## config.mk

```make
export PLATFORM = sky130hd
export DESIGN_NAME = bcd_scan_display
export DESIGN_NICKNAME = d
export VERILOG_FILES = /design/src/rtl/bcd_scan_pkg.sv /design/src/rtl/bcd_scan_display_seg7_decode.sv /design/src/rtl/bcd_scan_display.sv
export SDC_FILE = /design/constraint.sdc
export NUM_CORES = 1
export LEC_CHECK = 0
export CAP_MARGIN = 20
export CORE_ASPECT_RATIO = 1.25
export CORE_UTILIZATION = 55
export DETAILED_ROUTE_END_ITERATION = 8
export GPL_TIMING_DRIVEN = 0
export PLACE_DENSITY = 0.78
export SYNTH_ARGS = -nofsm -noshare
export SYNTH_HDL_FRONTEND = slang
export SYNTH_SLANG_ARGS = --single-unit
```

## constraint.sdc

```tcl
create_clock -name clk -period 2.8 [get_ports clk]
set_clock_uncertainty 0.05 [all_clocks]
set_input_delay 0.84 -clock clk [delete_from_list [all_inputs] [get_ports clk]]
set_output_delay 0.84 -clock clk [all_outputs]
set_load 0.05 [all_outputs]
```

## src/rtl/bcd_scan_pkg.sv

```systemverilog
// Shared constants for the BCD scan display: active-high {g..a} segment
// patterns and the digit-slot index type.
package bcd_scan_pkg;

  localparam logic [6:0] SEG_0     = 7'h3F;
  localparam logic [6:0] SEG_1     = 7'h06;
  localparam logic [6:0] SEG_2     = 7'h5B;
  localparam logic [6:0] SEG_3     = 7'h4F;
  localparam logic [6:0] SEG_4     = 7'h66;
  localparam logic [6:0] SEG_5     = 7'h6D;
  localparam logic [6:0] SEG_6     = 7'h7D;
  localparam logic [6:0] SEG_7     = 7'h07;
  localparam logic [6:0] SEG_8     = 7'h7F;
  localparam logic [6:0] SEG_9     = 7'h6F;
  localparam logic [6:0] SEG_DASH  = 7'h40;
  localparam logic [6:0] SEG_BLANK = 7'h00;

  typedef enum logic [1:0] {
    ONES     = 2'd0,
    TENS     = 2'd1,
    HUNDREDS = 2'd2
  } digit_idx_t;

endpackage

```

## src/rtl/bcd_scan_display_seg7_decode.sv

```systemverilog
// Combinational 4-bit digit to active-high {g..a} segment decode.
// Non-decimal codes 10..15 render as a dash.
module seg7_decode
  import bcd_scan_pkg::*;
(
  input  logic [3:0] i_digit,
  output logic [6:0] o_seg
);

  always_comb begin
    o_seg = SEG_DASH;
    case (i_digit)
      4'd0:    o_seg = SEG_0;
      4'd1:    o_seg = SEG_1;
      4'd2:    o_seg = SEG_2;
      4'd3:    o_seg = SEG_3;
      4'd4:    o_seg = SEG_4;
      4'd5:    o_seg = SEG_5;
      4'd6:    o_seg = SEG_6;
      4'd7:    o_seg = SEG_7;
      4'd8:    o_seg = SEG_8;
      4'd9:    o_seg = SEG_9;
      default: o_seg = SEG_DASH;
    endcase
  end

endmodule

```

## src/rtl/bcd_scan_display.sv

```systemverilog
// Three-digit multiplexed 7-segment driver for a packed BCD value, with a
// one-deep pending slot committed only at frame end. Define BCD_SCAN_LZB_EN
// to blank leading zeros on the hundreds and tens digits.
module bcd_scan_display
  import bcd_scan_pkg::*;
#(
  parameter int REFRESH_DIV    = 50000,
  parameter bit SEG_ACTIVE_LOW = 1'b1,
  parameter bit AN_ACTIVE_LOW  = 1'b1
) (
  input  logic       clk,
  input  logic       rst_n,
  input  logic       bcd_valid,
  output logic       bcd_ready,
  input  logic [9:0] bcd_in,
  output logic [6:0] seg,
  output logic [2:0] an,
  output logic       err
);

  localparam int              CNT_W    = $clog2(REFRESH_DIV);
  localparam logic [CNT_W-1:0] CNT_LAST = CNT_W'(REFRESH_DIV - 1);
  localparam logic [6:0]      SEG_OFF  = SEG_ACTIVE_LOW ? ~SEG_BLANK : SEG_BLANK;
  localparam logic [2:0]      AN_OFF   = AN_ACTIVE_LOW ? 3'b111 : 3'b000;

  logic [CNT_W-1:0] r_cnt;
  digit_idx_t       r_idx;
  logic [9:0]       r_pend;
  logic [9:0]       r_disp;
  logic             r_full;
  logic             r_err;
  logic [6:0]       r_seg;
  logic [2:0]       r_an;

  logic       w_tick;
  logic       w_frame_end;
  logic       w_load;
  logic       w_commit;
  logic       w_pend_bad;
  logic       w_guard;
  logic       w_blank;
  logic [3:0] w_digit;
  logic [2:0] w_an_hot;
  logic [6:0] w_seg_hi;

  assign w_tick      = (r_cnt == CNT_LAST);
  assign w_frame_end = w_tick && (r_idx == HUNDREDS);
  assign w_load      = bcd_valid && !r_full;
  assign w_commit    = w_frame_end && r_full;
  assign w_pend_bad  = (r_pend[7:4] > 4'd9) || (r_pend[3:0] > 4'd9);
  assign w_guard     = (r_cnt == '0);

  always_ff @(posedge clk or negedge rst_n) begin
    if (!rst_n) begin
      r_cnt <= '0;
    end else if (w_tick) begin
      r_cnt <= '0;
    end else begin
      r_cnt <= r_cnt + 1'b1;
    end
  end

  always_ff @(posedge clk or negedge rst_n) begin
    if (!rst_n) begin
      r_idx <= ONES;
    end else if (w_tick) begin
      case (r_idx)
        ONES:    r_idx <= TENS;
        TENS:    r_idx <= HUNDREDS;
        default: r_idx <= ONES;
      endcase
    end
  end

  // The slot is full whenever ready is low, so a load and a commit can never
  // coincide; a load on an empty-slot frame end waits for the next frame.
  always_ff @(posedge clk or negedge rst_n) begin
    if (!rst_n) begin
      r_full <= 1'b0;
      r_pend <= '0;
      r_disp <= '0;
      r_err  <= 1'b0;
    end else if (w_commit) begin
      r_disp <= r_pend;
      r_full <= 1'b0;
      r_err  <= w_pend_bad;
    end else if (w_load) begin
      r_pend <= bcd_in;
      r_full <= 1'b1;
    end
  end

  always_comb begin
    w_digit  = r_disp[3:0];
    w_an_hot = 3'b001;
    case (r_idx)
      TENS: begin
        w_digit  = r_disp[7:4];
        w_an_hot = 3'b010;
      end
      HUNDREDS: begin
        w_digit  = {2'b00, r_disp[9:8]};
        w_an_hot = 3'b100;
      end
      default: begin
        w_digit  = r_disp[3:0];
        w_an_hot = 3'b001;
      end
    endcase
  end

`ifdef BCD_SCAN_LZB_EN
  assign w_blank = ((r_idx == HUNDREDS) && (r_disp[9:8] == 2'd0)) ||
                   ((r_idx == TENS) && (r_disp[9:4] == 6'd0));
`else
  assign w_blank = 1'b0;
`endif

  seg7_decode u_dec (
    .i_digit (w_digit),
    .o_seg   (w_seg_hi)
  );

  // Anodes go dark for the first cycle of each slot so the previous digit's
  // segments never flash on the newly selected anode.
  always_ff @(posedge clk or negedge rst_n) begin
    if (!rst_n) begin
      r_an  <= AN_OFF;
      r_seg <= SEG_OFF;
    end else if (w_guard || w_blank) begin
      r_an  <= AN_OFF;
      r_seg <= SEG_OFF;
    end else begin
      r_an  <= AN_ACTIVE_LOW ? ~w_an_hot : w_an_hot;
      r_seg <= SEG_ACTIVE_LOW ? ~w_seg_hi : w_seg_hi;
    end
  end

  assign bcd_ready = !r_full;
  assign err       = r_err;
  assign an        = r_an;
  assign seg       = r_seg;

endmodule

```

==> results of run 1 <==
==> stage by stage <==
stage	hold WS, ps	TNS (ps)	utilization	cell area [sq um]	total power, mW
after global routing	402	0	0.676	2790	1.24
after detailed placement	447	0	0.657	2720	0.818
after global placement	438	-19190	0.654	2700	0.811
final	380	0	0.676	2790	1.20
after CTS	391	0	0.677	2800	1.22
after floorplan	424	0	-	2390	0.778
==> worst max-delay path by stage <==
stage	start	end	depth (start not counted)
6_report	r_idx[0]$_DFFE_PN0N_	seg[4]$_DFF_PN1_	9
5_1_grt	r_idx[0]$_DFFE_PN0N_	seg[4]$_DFF_PN1_	9
4_1_cts	r_idx[0]$_DFFE_PN0N_	seg[4]$_DFF_PN1_	10
3_5_place_dp	r_idx[0]$_DFFE_PN0N_	seg[4]$_DFF_PN1_	10
3_3_place_gp	rst_n	r_disp[0]$_DFFE_PN0P_	1
2_1_floorplan	r_idx[0]$_DFFE_PN0N_	seg[4]$_DFF_PN1_	10
==> Yosys cell counts, types with 3 or more instances <==
library cell and instances:
sky130_fd_sc_hd__dfrtp_1 40, sky130_fd_sc_hd__nand2_1 14, sky130_fd_sc_hd__nor2_1 13, sky130_fd_sc_hd__mux2_2 12
sky130_fd_sc_hd__ha_1 11, sky130_fd_sc_hd__o21ai_0 11, sky130_fd_sc_hd__dfstp_2 10, sky130_fd_sc_hd__inv_1 10
sky130_fd_sc_hd__mux2_4 9, sky130_fd_sc_hd__a21oi_1 8, sky130_fd_sc_hd__xnor2_1 8, sky130_fd_sc_hd__nand4_1 6
sky130_fd_sc_hd__clkbuf_1 5, sky130_fd_sc_hd__nand3_1 5, sky130_fd_sc_hd__nor3_1 4, sky130_fd_sc_hd__xor2_1 4
sky130_fd_sc_hd__nand2b_1 3, sky130_fd_sc_hd__nor4_1 3
==> sequential cells by signal (all words and copies together), names as in the netlist <==
signal / count
an: 3
err: 1
r_cnt: 16
r_disp: 10
r_full: 1
r_idx: 2
r_pend: 10
seg: 7
==> metal layers <==
metal / vias up / GRT usage
li1: 779 / -
met1: 770 / 0.264
met2: 34 / 0.330
met3: 4 / 0.0509
met4: 0 / 0.0657
met5: - / 0
==> critical path: stages (launching register included) <==
cell                       delay (ps)
sky130_fd_sc_hd__dfrtp_1          380
sky130_fd_sc_hd__inv_1             80
sky130_fd_sc_hd__ha_1             420
sky130_fd_sc_hd__a21boi_0         200
sky130_fd_sc_hd__a21oi_1          340
sky130_fd_sc_hd__inv_1            170
sky130_fd_sc_hd__ha_1             280
sky130_fd_sc_hd__a211oi_1         250
sky130_fd_sc_hd__a211oi_1          80
sky130_fd_sc_hd__o21ai_0          200
==> cell type report <==
class,instances,area (sq um)
Timing Repair Buffer,25,255
Buffer,5,35.0
Inverter,10,37.5
Clock buffer,6,72.6
Clock inverter,2,8.76
Tap cell,56,70.1
Fill cell,335,1340
Sequential cell,50,1260
Multi-Input combinational cell,138,1050
==> power by group through the flow <==
| stage | Combinational (mW) | Sequential (mW) | Clock (mW) |
|---|---|---|---|
| detailed placement | 0.0537 | 0.765 | 0 |
| global placement | 0.0482 | 0.762 | 0 |
| CTS | 0.0539 | 0.751 | 0.411 |
| global route | 0.0588 | 0.753 | 0.433 |
| floorplan | 0.0176 | 0.760 | 0 |
| finish | 0.0520 | 0.750 | 0.396 |
==> timing repair <==
item	CTS	global route
endpoints found under the hold margin	0	0
hold buffers	0	0
setup buffers	0	0
setup endpoints to repair	0	2
==> kinds of logic (layout without fill, tap and decap cells) <==
| group | count (synthesis) | in the layout | synth area share |
|---|---|---|---|
| mux | 21 | 21 | 0.113 |
| fa+ha+maj | 11 | 11 | 0.0576 |
| compound gates | 31 | 31 | 0.0780 |
| buf+inv | 16 | 48 | 0.0319 |
| flops | 50 | 50 | 0.529 |
| xor+xnor | 12 | 12 | 0.0440 |
| simple gates | 63 | 63 | 0.147 |
==> summary.txt, run 1 <==
Placed design
  • Dpl hpwl: 2920 um
  • Pre-CTS setup slack: 239 ps
  • Total instance count after detailed placement: 285
  • Number of input and output port buffers inserted: 24
  • RD Place Congestion: 0.823

Power
  • Logic gate share of total power: 0.043
  • Worst ir drop on vdd: between 0.0003 and 0.0004 V
  • Clock group share of total power: 0.331
  • Cell Int Power: 0.942 mW
  • Part of the total power dissipated in sequential elements: 0.626
  • Net Switching: roughly 0.26 mW
  • Power density of the placed cells: 429 mW/mm^2
  • Static leakage: around 1.2 nW
  • Switch share: 0.214

Drt
  • Pre-antenna DRT Iters: 4
  • Antenna-violating nets left: 0
  • Count of vias placed by the detailed router: 1,587
  • Total routed wire length on the met1 layer: 1840 um
  • Average wire per standard cell: around 13 um
  • Residual DRC: 0
  • Number of design-rule violations left by the first detailed-router iteration: 43
  • WL met2: 1910 um
  • Detailed-route vias per instance: between 5 and 6
  • Topmost layer with routed signal wires: met4
  • Routed length on met3: 133 um
  • Post-detailed-routing wire length: 3940 um

Layout
  • Final non-filler cell total: 292
  • Most common cell after layout, fill and taps aside: sky130_fd_sc_hd__dfrtp_1
  • Antenna Cells: 0
  • Final #Nets: 259
  • Top library cells by usage in the layout, fill and taps aside: sky130_fd_sc_hd__dfrtp_1, sky130_fd_sc_hd__clkdlybuf4s50_1, sky130_fd_sc_hd__nand2_1
  • Share of final-layout standard cells stronger than drive strength 1: 0.182
  • P&R area growth vs syn: 16.8%

Yosys
  • Top cell type's share of synthesized area: 0.419
  • Syn Inst Count: roughly 200
  • Number of warnings issued by yosys: 0
  • Top cells by area in the synthesized netlist: sky130_fd_sc_hd__dfrtp_1, sky130_fd_sc_hd__dfstp_2, sky130_fd_sc_hd__ha_1
  • Leading area contributor after synthesis: sky130_fd_sc_hd__dfrtp_1
  • Top_reg_cell synth: sky130_fd_sc_hd__dfrtp_1
  • Sequential cell area fraction in the yosys report: 0.529
  • Cell area after synthesis: around 0.0024 sq mm
  • Register bit count reported by yosys: 50
  • Synthesized area per cell: 11.7 sq um
  • Synth Net Count: 228
  • Netlist cell types: 40
  • Count of flip-flops with a built-in enable after synthesis: 0
  • Share of async-settable or async-resettable flops after synthesis: 1.00

Min path
  • Type of the most critical hold path: in2async

Worst setup path
  • Reg-to-Reg Start: r_idx[0]$_DFFE_PN0N_
  • Worst reg2reg endpoint: seg[4]$_DFF_PN1_
  • Critical path startpoint category: flip-flop
  • Crit path kind: reg2reg
  • Worst-case reg-to-reg path depth: 9
  • Critical-path maximum fanout: 11
  • Setup crit end kind: flip-flop
  • Required time of the critical path: 2970 ps
  • CP Data Arrival Time: 2710 ps
  • Internal reg-to-reg setup slack: 260 ps

Floorplanning
  • Initial Utilization: 0.579
  • Core box area: 0.00413 sq mm
  • Die X-Extent: slightly above 60 um
  • Vertical die dimension: 75.7 um
  • Overall die area: 0.00462 sq mm
  • I/O pins: 25
  • Placement row count: 26

CTS
  • Number of clock buffers inserted by TritonCTS: 5
  • Clock buffer depth: 2
  • CTS clk-pin slew, worst paths: 80 ps
  • Clock tree from TritonCTS: yes
  • Number of clock sinks seen by CTS: 50
  • Clock latency at the later pin of the worst-skew pair: 300 ps
  • Clock root cell: sky130_fd_sc_hd__clkbuf_8
  • H-tree levels: 2
  • CTS resizes: 0

Global route
  • Via count of the first global-routing pass: around 1,500
  • Number of antenna violations at the first check in global routing: 0
  • Pin count of the biggest net entering global routing: 37
  • Global route total overflow: 0
  • Global-route total usage across every layer: 0.202
  • First-pass GRT wire length: approximately 7000 um

Job
  • Max Cap Viol: 0

Timing
  • Worst max-slew margin expressed relative to the limit: 0.663
  • Crit path setup slack, layout: between 200 and 300 ps
  • Final cycle utilization of the critical path: 0.906
  • Final count of negative-setup-slack endpoints: 0
  • Post-layout min period: 2540 ps
  • Final Max Slew Viols: 0
  • Peak Freq: 394 MHz
  • Final hold vios: 0
  • Setup repair after global routing missed its margin: false
  • Least-Margin Pin Slew: 504 ps

Outcome
  • Status: finished, final reports clean
(Power assumes the default switching activity.)
==> run 2, diff against run 1 <==
--- a/config.mk
+++ b/config.mk
@@ -8,6 +8,7 @@
 export CAP_MARGIN = 20
 export CORE_ASPECT_RATIO = 1.25
 export CORE_UTILIZATION = 55
+export CTS_CLUSTER_DIAMETER = 50
 export DETAILED_ROUTE_END_ITERATION = 8
 export GPL_TIMING_DRIVEN = 0
 export PLACE_DENSITY = 0.78
==> results of run 2 <==
Same layout as run 1: the final DEF is identical, and so are final timing and power.
